--- config.mk ---
export PLATFORM = sky130hd
export DESIGN_NAME = pc_unit_flat
export DESIGN_NICKNAME = d
export VERILOG_FILES = /design/src/rtl/pc_pkg.sv /design/src/rtl/pc_unit_if.sv /design/src/rtl/pc_ras.sv /design/src/rtl/pc_unit.sv /design/src/flat_wrapper.sv
export SDC_FILE = /design/constraint.sdc
export NUM_CORES = 1
export LEC_CHECK = 0
export ABC_AREA = 1
export BUFFER_PORTS_ARGS = -buffer_cell sky130_fd_sc_hd__buf_2
export CAP_MARGIN = 20
export CORE_UTILIZATION = 50
export DETAILED_ROUTE_END_ITERATION = 8
export PLACE_DENSITY = 0.71
export SLEW_MARGIN = 25
export SYNTH_ARGS = -nofsm -noshare
export SYNTH_HDL_FRONTEND = slang
export SYNTH_SLANG_ARGS = --single-unit
--- constraint.sdc ---
create_clock -name clk -period 5.26 [get_ports clk]
set_input_delay 1.052 -clock clk [delete_from_list [all_inputs] [get_ports clk]]
set_output_delay 1.052 -clock clk [all_outputs]
set_load 0.01 [all_outputs]
--- src/rtl/pc_pkg.sv ---
// rtl/pc_pkg.sv - shared state encoding, default vectors and alignment helper for pc_unit
package pc_pkg;

   typedef enum logic [1:0] {
      ST_BOOT = 2'd0,
      ST_RUN  = 2'd1,
      ST_HALT = 2'd2
   } pc_state_e;

   localparam logic [31:0] DEFAULT_RESET_VECTOR = 32'h0000_0000;
   localparam logic [31:0] DEFAULT_TRAP_VECTOR  = 32'h0000_0080;

   // Mask that clears the low log2(inc) bits; inc is a power of two.
   function automatic logic [63:0] align_mask(input int unsigned inc);
      return ~(64'(inc) - 64'd1);
   endfunction

endpackage

--- src/rtl/pc_unit_if.sv ---
// rtl/pc_unit_if.sv - control/status bundle between next-PC logic and pc_unit
interface pc_unit_if #(parameter int unsigned XLEN = 32);

   logic            stall;
   logic            redirect_valid;
   logic [XLEN-1:0] redirect_target;
   logic            call_req;
   logic            ret_req;
   logic            trap_req;
   logic            halt_req;
   logic            resume;
   logic [XLEN-1:0] pc_out;
   logic [XLEN-1:0] pc_plus;
   logic            pc_valid;
   logic            halted;
   logic            ras_empty;
   logic            ras_overflow;

   modport master (
      output stall, redirect_valid, redirect_target, call_req, ret_req,
             trap_req, halt_req, resume,
      input  pc_out, pc_plus, pc_valid, halted, ras_empty, ras_overflow
   );

   modport slave (
      input  stall, redirect_valid, redirect_target, call_req, ret_req,
             trap_req, halt_req, resume,
      output pc_out, pc_plus, pc_valid, halted, ras_empty, ras_overflow
   );

endinterface

--- src/rtl/pc_ras.sv ---
// rtl/pc_ras.sv - circular return-address stack; a push when full drops the oldest entry
module pc_ras #(
   parameter int unsigned XLEN      = 32,
   parameter int unsigned RAS_DEPTH = 4
) (
   input  logic            clk,
   input  logic            reset,
   input  logic            push,
   input  logic            pop,
   input  logic [XLEN-1:0] push_data,
   output logic [XLEN-1:0] top,
   output logic            empty,
   output logic            overflow
);

   localparam int unsigned PW = $clog2(RAS_DEPTH);
   localparam int unsigned CW = PW + 1;

   logic [XLEN-1:0] mem_q [RAS_DEPTH];
   logic [PW-1:0]   wptr_q, wptr_d;
   logic [CW-1:0]   count_q, count_d;
   logic            ovf_q, ovf_d;
   logic [PW-1:0]   top_idx;
   logic            full;

   assign full     = (count_q == CW'(RAS_DEPTH));
   assign empty    = (count_q == '0);
   assign overflow = ovf_q;
   assign top_idx  = wptr_q - PW'(1);
   assign top      = mem_q[top_idx];

   // The write pointer wraps naturally because the depth is a power of two.
   always_comb begin
      wptr_d  = wptr_q;
      count_d = count_q;
      ovf_d   = ovf_q;
      if (push) begin
         wptr_d = wptr_q + PW'(1);
         if (full) begin
            ovf_d = 1'b1;
         end else begin
            count_d = count_q + CW'(1);
         end
      end else if (pop && !empty) begin
         wptr_d  = wptr_q - PW'(1);
         count_d = count_q - CW'(1);
      end
   end

   always_ff @(posedge clk or negedge reset) begin
      if (!reset) begin
         wptr_q  <= '0;
         count_q <= '0;
         ovf_q   <= 1'b0;
      end else begin
         wptr_q  <= wptr_d;
         count_q <= count_d;
         ovf_q   <= ovf_d;
      end
   end

   always_ff @(posedge clk) begin
      if (push) begin
         mem_q[wptr_q] <= push_data;
      end
   end

endmodule

--- src/rtl/pc_unit.sv ---
// rtl/pc_unit.sv - program counter with boot/run/halt sequencing, redirects, traps and RAS
module pc_unit
   import pc_pkg::*;
#(
   parameter int unsigned     XLEN         = 32,
   parameter int unsigned     INC          = 4,
   parameter logic [XLEN-1:0] RESET_VECTOR = XLEN'(DEFAULT_RESET_VECTOR),
   parameter logic [XLEN-1:0] TRAP_VECTOR  = XLEN'(DEFAULT_TRAP_VECTOR),
   parameter int unsigned     RAS_DEPTH    = 4
) (
   input  logic       clk,
   input  logic       reset,
   pc_unit_if.slave   bus
);

   localparam logic [XLEN-1:0] ALIGN_MASK = XLEN'(align_mask(INC));

   pc_state_e       state_q, state_d;
   logic [XLEN-1:0] pc_q, pc_d;
   logic [XLEN-1:0] pc_plus;
   logic            ras_push, ras_pop;
   logic [XLEN-1:0] ras_top;
   logic            ras_empty, ras_overflow;

   assign pc_plus = pc_q + XLEN'(INC);

   pc_ras #(
      .XLEN      (XLEN),
      .RAS_DEPTH (RAS_DEPTH)
   ) u_ras (
      .clk       (clk),
      .reset     (reset),
      .push      (ras_push),
      .pop       (ras_pop),
      .push_data (pc_plus),
      .top       (ras_top),
      .empty     (ras_empty),
      .overflow  (ras_overflow)
   );

   // RUN decisions follow a fixed priority: trap, halt, redirect, return, stall, step.
   always_comb begin
      state_d  = state_q;
      pc_d     = pc_q;
      ras_push = 1'b0;
      ras_pop  = 1'b0;
      case (state_q)
         ST_BOOT: begin
            state_d = ST_RUN;
         end
         ST_RUN: begin
            if (bus.trap_req) begin
               pc_d = TRAP_VECTOR;
            end else if (bus.halt_req) begin
               state_d = ST_HALT;
            end else if (bus.redirect_valid) begin
               pc_d     = bus.redirect_target & ALIGN_MASK;
               ras_push = bus.call_req;
            end else if (bus.ret_req) begin
               if (!ras_empty) begin
                  pc_d    = ras_top;
                  ras_pop = 1'b1;
               end else begin
                  pc_d = pc_plus;
               end
            end else if (!bus.stall) begin
               pc_d = pc_plus;
            end
         end
         ST_HALT: begin
            if (bus.trap_req) begin
               pc_d    = TRAP_VECTOR;
               state_d = ST_RUN;
            end else if (bus.resume) begin
               state_d = ST_RUN;
            end
         end
         default: begin
            state_d = ST_BOOT;
            pc_d    = RESET_VECTOR;
         end
      endcase
   end

   always_ff @(posedge clk or negedge reset) begin
      if (!reset) begin
         state_q <= ST_BOOT;
         pc_q    <= RESET_VECTOR;
      end else begin
         state_q <= state_d;
         pc_q    <= pc_d;
      end
   end

   assign bus.pc_out       = pc_q;
   assign bus.pc_plus      = pc_plus;
   assign bus.pc_valid     = (state_q == ST_RUN);
   assign bus.halted       = (state_q == ST_HALT);
   assign bus.ras_empty    = ras_empty;
   assign bus.ras_overflow = ras_overflow;

endmodule
--- src/flat_wrapper.sv ---
// flat-port wrapper written by rule: the top's interface ports become plain ports
module pc_unit_flat import pc_pkg::*;
#(
   parameter int unsigned     XLEN         = 32,
   parameter int unsigned     INC          = 4,
   parameter logic [XLEN-1:0] RESET_VECTOR = XLEN'(DEFAULT_RESET_VECTOR),
   parameter logic [XLEN-1:0] TRAP_VECTOR  = XLEN'(DEFAULT_TRAP_VECTOR),
   parameter int unsigned     RAS_DEPTH    = 4
)
  (clk, reset, bus_stall, bus_redirect_valid, bus_redirect_target, bus_call_req, bus_ret_req, bus_trap_req, bus_halt_req, bus_resume, bus_pc_out, bus_pc_plus, bus_pc_valid, bus_halted, bus_ras_empty, bus_ras_overflow);
  pc_unit_if #(.XLEN(XLEN)) bus_i ();
  input  logic clk;
  input  logic reset;
  input wire logic [$bits(bus_i.stall)-1:0] bus_stall;
  input wire logic [$bits(bus_i.redirect_valid)-1:0] bus_redirect_valid;
  input wire logic [$bits(bus_i.redirect_target)-1:0] bus_redirect_target;
  input wire logic [$bits(bus_i.call_req)-1:0] bus_call_req;
  input wire logic [$bits(bus_i.ret_req)-1:0] bus_ret_req;
  input wire logic [$bits(bus_i.trap_req)-1:0] bus_trap_req;
  input wire logic [$bits(bus_i.halt_req)-1:0] bus_halt_req;
  input wire logic [$bits(bus_i.resume)-1:0] bus_resume;
  output wire logic [$bits(bus_i.pc_out)-1:0] bus_pc_out;
  output wire logic [$bits(bus_i.pc_plus)-1:0] bus_pc_plus;
  output wire logic [$bits(bus_i.pc_valid)-1:0] bus_pc_valid;
  output wire logic [$bits(bus_i.halted)-1:0] bus_halted;
  output wire logic [$bits(bus_i.ras_empty)-1:0] bus_ras_empty;
  output wire logic [$bits(bus_i.ras_overflow)-1:0] bus_ras_overflow;
  assign bus_i.stall = bus_stall;
  assign bus_i.redirect_valid = bus_redirect_valid;
  assign bus_i.redirect_target = bus_redirect_target;
  assign bus_i.call_req = bus_call_req;
  assign bus_i.ret_req = bus_ret_req;
  assign bus_i.trap_req = bus_trap_req;
  assign bus_i.halt_req = bus_halt_req;
  assign bus_i.resume = bus_resume;
  assign bus_pc_out = bus_i.pc_out;
  assign bus_pc_plus = bus_i.pc_plus;
  assign bus_pc_valid = bus_i.pc_valid;
  assign bus_halted = bus_i.halted;
  assign bus_ras_empty = bus_i.ras_empty;
  assign bus_ras_overflow = bus_i.ras_overflow;
  pc_unit #(.XLEN(XLEN), .INC(INC), .RESET_VECTOR(RESET_VECTOR), .TRAP_VECTOR(TRAP_VECTOR), .RAS_DEPTH(RAS_DEPTH)) u_core (.clk(clk), .reset(reset), .bus(bus_i));
endmodule
==> run metrics, run 1 <==
Post-synth EDFFs=approximately 130; final max-slew violation count=0; worst setup path end=bus_pc_plus[20]; pwr/cell area=476.2 mW/mm²; HPWL after DPL=13740 µm; Critical Path Stages=7; initial antenna violation count=0; CTS Sinks=about 170; Synth Flop Type=edfxtp_1; Placed Area=around 0.009 mm²; min Tclk post-route=around 3.5 ns; metal2 WL=between 9000 and 10000 µm; Multi-input gate area=just over 0.003 mm²; crit path cell chain=ha_1 > nand3_2 > nor2_2 > nand2_1 > nor2_1 > xor2_1 > buf_2; placed insts=around 1200; Post-CTS Setup Repair Bufs=0; Total GRT Usage=a little over a quarter; via count=~6600; routed wire length=approximately 21000 µm; Crit. End Element=output pin; clk root buf=clkbuf_16; final estimated routing congestion in global placement=0.9023; Iter 0 DRT Violations=approximately 560; skew final=0.005904 ns; Area Overhead vs Synth=16.85%; crit path launch=u_core.bus.pc_out[3]; Synth Area per Inst=slightly below 9 µm²; # port buffers=106; CTS tree=done; Syn Nets=980; largest net degree at the start of global routing=between 60 and 70; Clock Path Buffers=2; fin area=~0.0097 mm²; Synth cell types=38; Hold Violations, Final=0; Worst Path Class, Setup=reg -> out; Initial Util=51.79%; Wirelength per Cell=roughly 17 µm; post-route insts no fill=1255; CP Data Required Time=between 4 and 5 ns; vias in the first global route=5798; Placeable Area=0.01606 mm²; RSZ-0062 raised after global routing=no; r2r endpoint=u_core.u_ras.mem_q[2][30]; crit share post-route=~67%; Place WS=2.020 ns; DR DRC count=0; Hold/Removal Path Class=reg -> reg; CP top delay family=simple AND/OR/NAND/NOR gates; critical-path maximum fanout=6; Setup TNS=0 ns; Fin Hold WS=0.4670 ns; met3 wire len=between 1500 and 2000 µm; CTS hold repair buffers=0; first-pass GRT wire length=around 32000 µm; Register Area=just under 0.005 mm²; num rows=46; slew at the pin with the worst max-slew slack=around 0.8 ns; sequential fraction of the synthesis area=between 50% and 60%; Die Area=0.01715 mm²; mapped cell area=0.008317 mm²; Largest stage delay, worst path=0.43 ns; synthesized flop and latch total=168; Final setup viols=0; fill cell count=1362; Slew headroom=45.29%; Worst Path Arrival=2.45 ns; cells after synthesis=929; Critical path buffers and inverters=1; DR top layer=met4; GRT Residual Overflow=0; later-pin clock latency in the skew report=between 0.4 and 0.5 ns; Hold Crit Depth=1; I/O pin cnt=between 100 and 150; vias per std cell=around 5.3; # H-tree levels=4; R2R depth=6; Metal-1 WL=roughly 9600 µm; peak supply drop=between 0.3 and 0.4 mV; final antenna-violating net count=0; Slowest cell on crit path=dfrtp_1; most common cell after layout, fill and taps aside=nand2_1; first-pass iteration count of the detailed router=5; die width=approximately 130 µm; R2R setup slack=between 2 and 2.5 ns; post-CTS sizing=0; Max Cap Viol=0; asr flop ratio synth=23.81%; FF-to-FF Start=u_core.u_ras.wptr_q[0]; most frequent cells in the layout=nand2_1, nand3_1, edfxtp_1; Nets=1077; die height=between 100 and 150 µm; post-route setup slack=roughly 1.8 ns; ratio of cells with drive above 1 in the final layout=approximately 17%; Num CTS Buffers=17; f_max=around 290 MHz; Antenna diodes=0; Leakage=roughly 4.3 nW; Worst-path clk slew=~0.06 ns; Startpoint Class=flop; total number of yosys warnings=0; status=complete, no violations
## power breakdown
group | internal (mW) | switching (mW) | leakage, nW
clock network | 0.699 | 0.532 | 0.271
logic | 0.520 | 1.11 | 2.26
registers | 1.59 | 0.181 | 1.72
## synthesized netlist by cell type (5+ instances only)
| cell type | n | share of area [%] |
|---|---|---|
| a21oi_1 | 6 | 0.36 |
| nand2_1 | 295 | 13 |
| nor2_1 | 113 | 5.1 |
| dfrtp_1 | 40 | 12 |
| o21ai_0 | 20 | 1.2 |
| nor2_2 | 9 | 0.68 |
| clkbuf_1 | 18 | 0.81 |
| ha_1 | 9 | 1.4 |
| o211ai_1 | 5 | 0.45 |
| nand3_1 | 132 | 7.9 |
| buf_2 | 16 | 0.96 |
| o21bai_1 | 5 | 0.45 |
| inv_1 | 69 | 3.1 |
| and2_1 | 13 | 0.98 |
| edfxtp_1 | 128 | 46 |
| xor2_1 | 11 | 1.2 |
## worst min path at each step
stage / start / endpoint / slack, ns
after floorplan: u_core.u_ras.count_q[0] / u_core.u_ras.count_q[0] / 0.50
after global placement: u_core.u_ras.overflow / u_core.u_ras.overflow / 0.45
after CTS: u_core.u_ras.overflow / u_core.u_ras.overflow / 0.48
final: u_core.u_ras.overflow / u_core.u_ras.overflow / 0.47
after global routing: u_core.u_ras.overflow / u_core.u_ras.overflow / 0.52
after detailed placement: u_core.u_ras.overflow / u_core.u_ras.overflow / 0.47
## registers in the layout (all words and copies together), names as in the netlist
register	count
u_core.u_ras.mem_q	128
u_core.u_ras.wptr_q	2
u_core.bus.pc_out	32
u_core.state_q	2
u_core.u_ras.overflow	1
u_core.u_ras.count_q	3
## worst reg2reg max path: stages, from the launching register on
cell	delay (ns)
dfrtp_2	0.67
inv_2	0.15
buf_4	0.61
ha_1	0.28
inv_1	0.07
nor2_4	0.55
buf_16	0.24
## through the flow
step	power [mW]	util [%]
after floorplan	2.867	-
after global placement	3.373	56.19
after detailed placement	3.420	56.55
after CTS	4.645	60.16
after global routing	4.908	60.52
final	4.628	60.52
## final cells by class
cell class / count / share of cell area, %
Inverter: 72 / 2.781
Sequential cell: 168 / 49.86
Multi-Input combinational cell: 650 / 31.45
Clock buffer: 17 / 4.377
Clock inverter: 15 / 1.584
Tap cell: 216 / 2.781
Timing Repair Buffer: 117 / 7.158
## cells by family after synthesis
group / after synthesis / share of synthesized area [%]
AND/OR/NAND/NOR: 578 / 29.64
flip-flops: 168 / 58.25
buffers and inverters: 111 / 5.521
AO/OA/AOI/OAI: 47 / 3.325
XOR/XNOR: 15 / 1.670
adder cells (fa/ha/maj): 10 / 1.595
## metal layers
metal / vias to the layer above / track usage, %
met5: - / 0
met4: 0 / 7.573
met3: 24 / 5.212
met2: 249 / 41.49
met1: 3126 / 36.20
li1: 3241 / -
Power figures use the tool's default switching activity.
==> inputs of run 2 (changes only) <==
==> constraint.sdc (replaced) <==
create_clock -name clk -period 3.6 [get_ports clk]
set_input_delay 0.72 -clock clk [delete_from_list [all_inputs] [get_ports clk]]
set_output_delay 0.72 -clock clk [all_outputs]
set_load 0.01 [all_outputs]
==> run 2 against run 1 <==
Against the previous run: non-clock buffer count up 4; via count down 1.5%; register-to-register slack worse by 1.4 ns; first-iteration DRC count up 4.7%; largest power group unchanged; wire length down 1.8%; worst hold slack worse by 0.18 ns; clock-buffer cell count up 3; critical endpoint unchanged.
==> run metrics, run 2 (synthesis gave the netlist of run 1 again) <==
I/O pin cnt=109 (unchanged); final antenna-violating net count=0 (unchanged); Critical path buffers and inverters=1 (unchanged); max reg flops=128 (unchanged); CTS Sinks=168 (unchanged); Total GRT Usage=26.30% (+0.27 points); Placeable Area=0.01606 mm² (unchanged); # port buffers=106 (unchanged); slew at the pin with the worst max-slew slack=0.8768 ns (+0.05710 ns); via count=6539 (-1.5%); Crit. End Element=output pin; post-route insts no fill=1259 (+0.32%); num rows=46 (unchanged); Num CTS Buffers=17 (unchanged); die width=131.0 µm (unchanged); # H-tree levels=4 (unchanged); most common cell after layout, fill and taps aside=nand2_1; Slew headroom=41.42% (-3.9 points); Leakage=4.280 nW (+0.62%); Pwr Total=6.897 mW (+49%); HPWL after DPL=13710 µm (-0.25%); CP Data Required Time=2.88 ns (-1.33 ns); routed wire length=20880 µm (-1.8%); Clock Path Buffers=2 (unchanged); min Tclk post-route=3.185 ns; Wirelength per Cell=16.58 µm (-2.1%); Hold Violations, Final=0 (unchanged); clk root buf=clkbuf_16; Slowest cell on crit path=dfrtp_1; Iter 0 DRT Violations=584 (+4.7%); die height=131.0 µm (unchanged); crit share post-route=between 80% and 90%; Top reg by flops=u_core.u_ras.mem_q; RSZ-0062 raised after global routing=no; CP top delay family=simple AND/OR/NAND/NOR gates; placed insts=1227 (+0.49%); Nets=1081 (+0.37%); f_max=approximately 310 MHz; vias per std cell=5.194 (-1.8%); first-pass iteration count of the detailed router=5 (unchanged); final max-slew violation count=0 (unchanged); Antenna diodes=0 (unchanged); CTS hold repair buffers=0 (unchanged); post-CTS sizing=0 (unchanged); critical-path maximum fanout=6 (unchanged); Final setup viols=0 (unchanged); Initial Util=51.79% (unchanged); GRT Residual Overflow=0 (unchanged); Max Cap Viol=0 (unchanged); CTS tree=done; Worst-path clk slew=0.07 ns (about the same); final estimated routing congestion in global placement=0.8938 (-0.94%); Area Overhead vs Synth=16.97%; Worst Path Class, Setup=reg -> out; later-pin clock latency in the skew report=0.44 ns (about the same); DR DRC count=0 (unchanged); peak supply drop=0.5028 mV (+63%); crit path cell chain=ha_1 > nand3_2 > nor2_2 > nand2_1 > nor2_1 > xor2_1 > buf_2; most frequent cells in the layout=nand2_1, nand3_1, edfxtp_1; Die Area=0.01715 mm² (unchanged); Placed Area=0.009096 mm² (+0.17%); Largest stage delay, worst path=0.44 ns (about the same); Worst Path Arrival=2.46 ns (about the same); status=complete, no violations; first-pass GRT wire length=32540 µm (+0.77%); Startpoint Class=flop; vias in the first global route=5987 (+3.3%); pwr/cell area=709.0 mW/mm² (+49%); Hold/Removal Path Class=in -> async; largest net degree at the start of global routing=65 (unchanged); skew final=0.009647 ns (+0.003743 ns); initial antenna violation count=0 (unchanged); Setup TNS=0 ns (unchanged); fin area=0.009728 mm² (+0.10%); ratio of cells with drive above 1 in the final layout=17.26% (+0.030 points); Post-CTS Setup Repair Bufs=0 (unchanged)
-- run 2: stage by stage --
step	setup WS (ns)	utilization [%]	hold slack, ns
finish	0.4152	60.58	0.2843
global route	0.2667	60.58	0.3170
CTS	0.4111	60.57	0.4765
detailed placement	0.8873	56.65	0.4610
global placement	0.9624	56.65	0.4534
floorplan	0.4887	-	0.4244
-- run 2: worst paths after layout --
path | endpoint | start | cells after the start | slack [ns]
setup / recovery | bus_pc_plus[20] | u_core.bus.pc_out[3] | 7 | 0.42
hold / removal | u_core.state_q[0] | reset | 1 | 0.28
setup reg to reg | u_core.u_ras.mem_q[0][14] | u_core.state_q[1] | 9 | 1.01
hold reg to reg | u_core.u_ras.overflow | u_core.u_ras.overflow | 1 | 0.48
max in group asynchronous | u_core.u_ras.wptr_q[0] | reset | 1 | 2.88
min in group clk | u_core.u_ras.overflow | u_core.u_ras.overflow | 1 | 0.48
-- run 2: per-layer routing --
layer / up-vias / global-route usage [%] / wire (µm)
met5: - / 0 / 0
met2: 224 / 41.55 / 9668
met3: 21 / 5.863 / 1584
li1: 3251 / - / -
met4: 0 / 9.263 / 288
met1: 3043 / 35.89 / 9335
-- run 2: cell type report --
class,count,area (µm²)
clock buffers,20,456.7
clock inverters,12,172.7
fillers,1393,6330
inverters,72,270.3
multi-input cells,650,3054
flip-flops and latches,168,4846
well taps,216,270.3
repair buffers,121,658.1
-- run 2: where the power goes --
| group | switching, mW | total, mW | internal (mW) |
|---|---|---|---|
| sequential | 0.223 | 2.55 | 2.32 |
| combinational | 1.64 | 2.41 | 0.766 |
| clock | 0.749 | 1.94 | 1.19 |
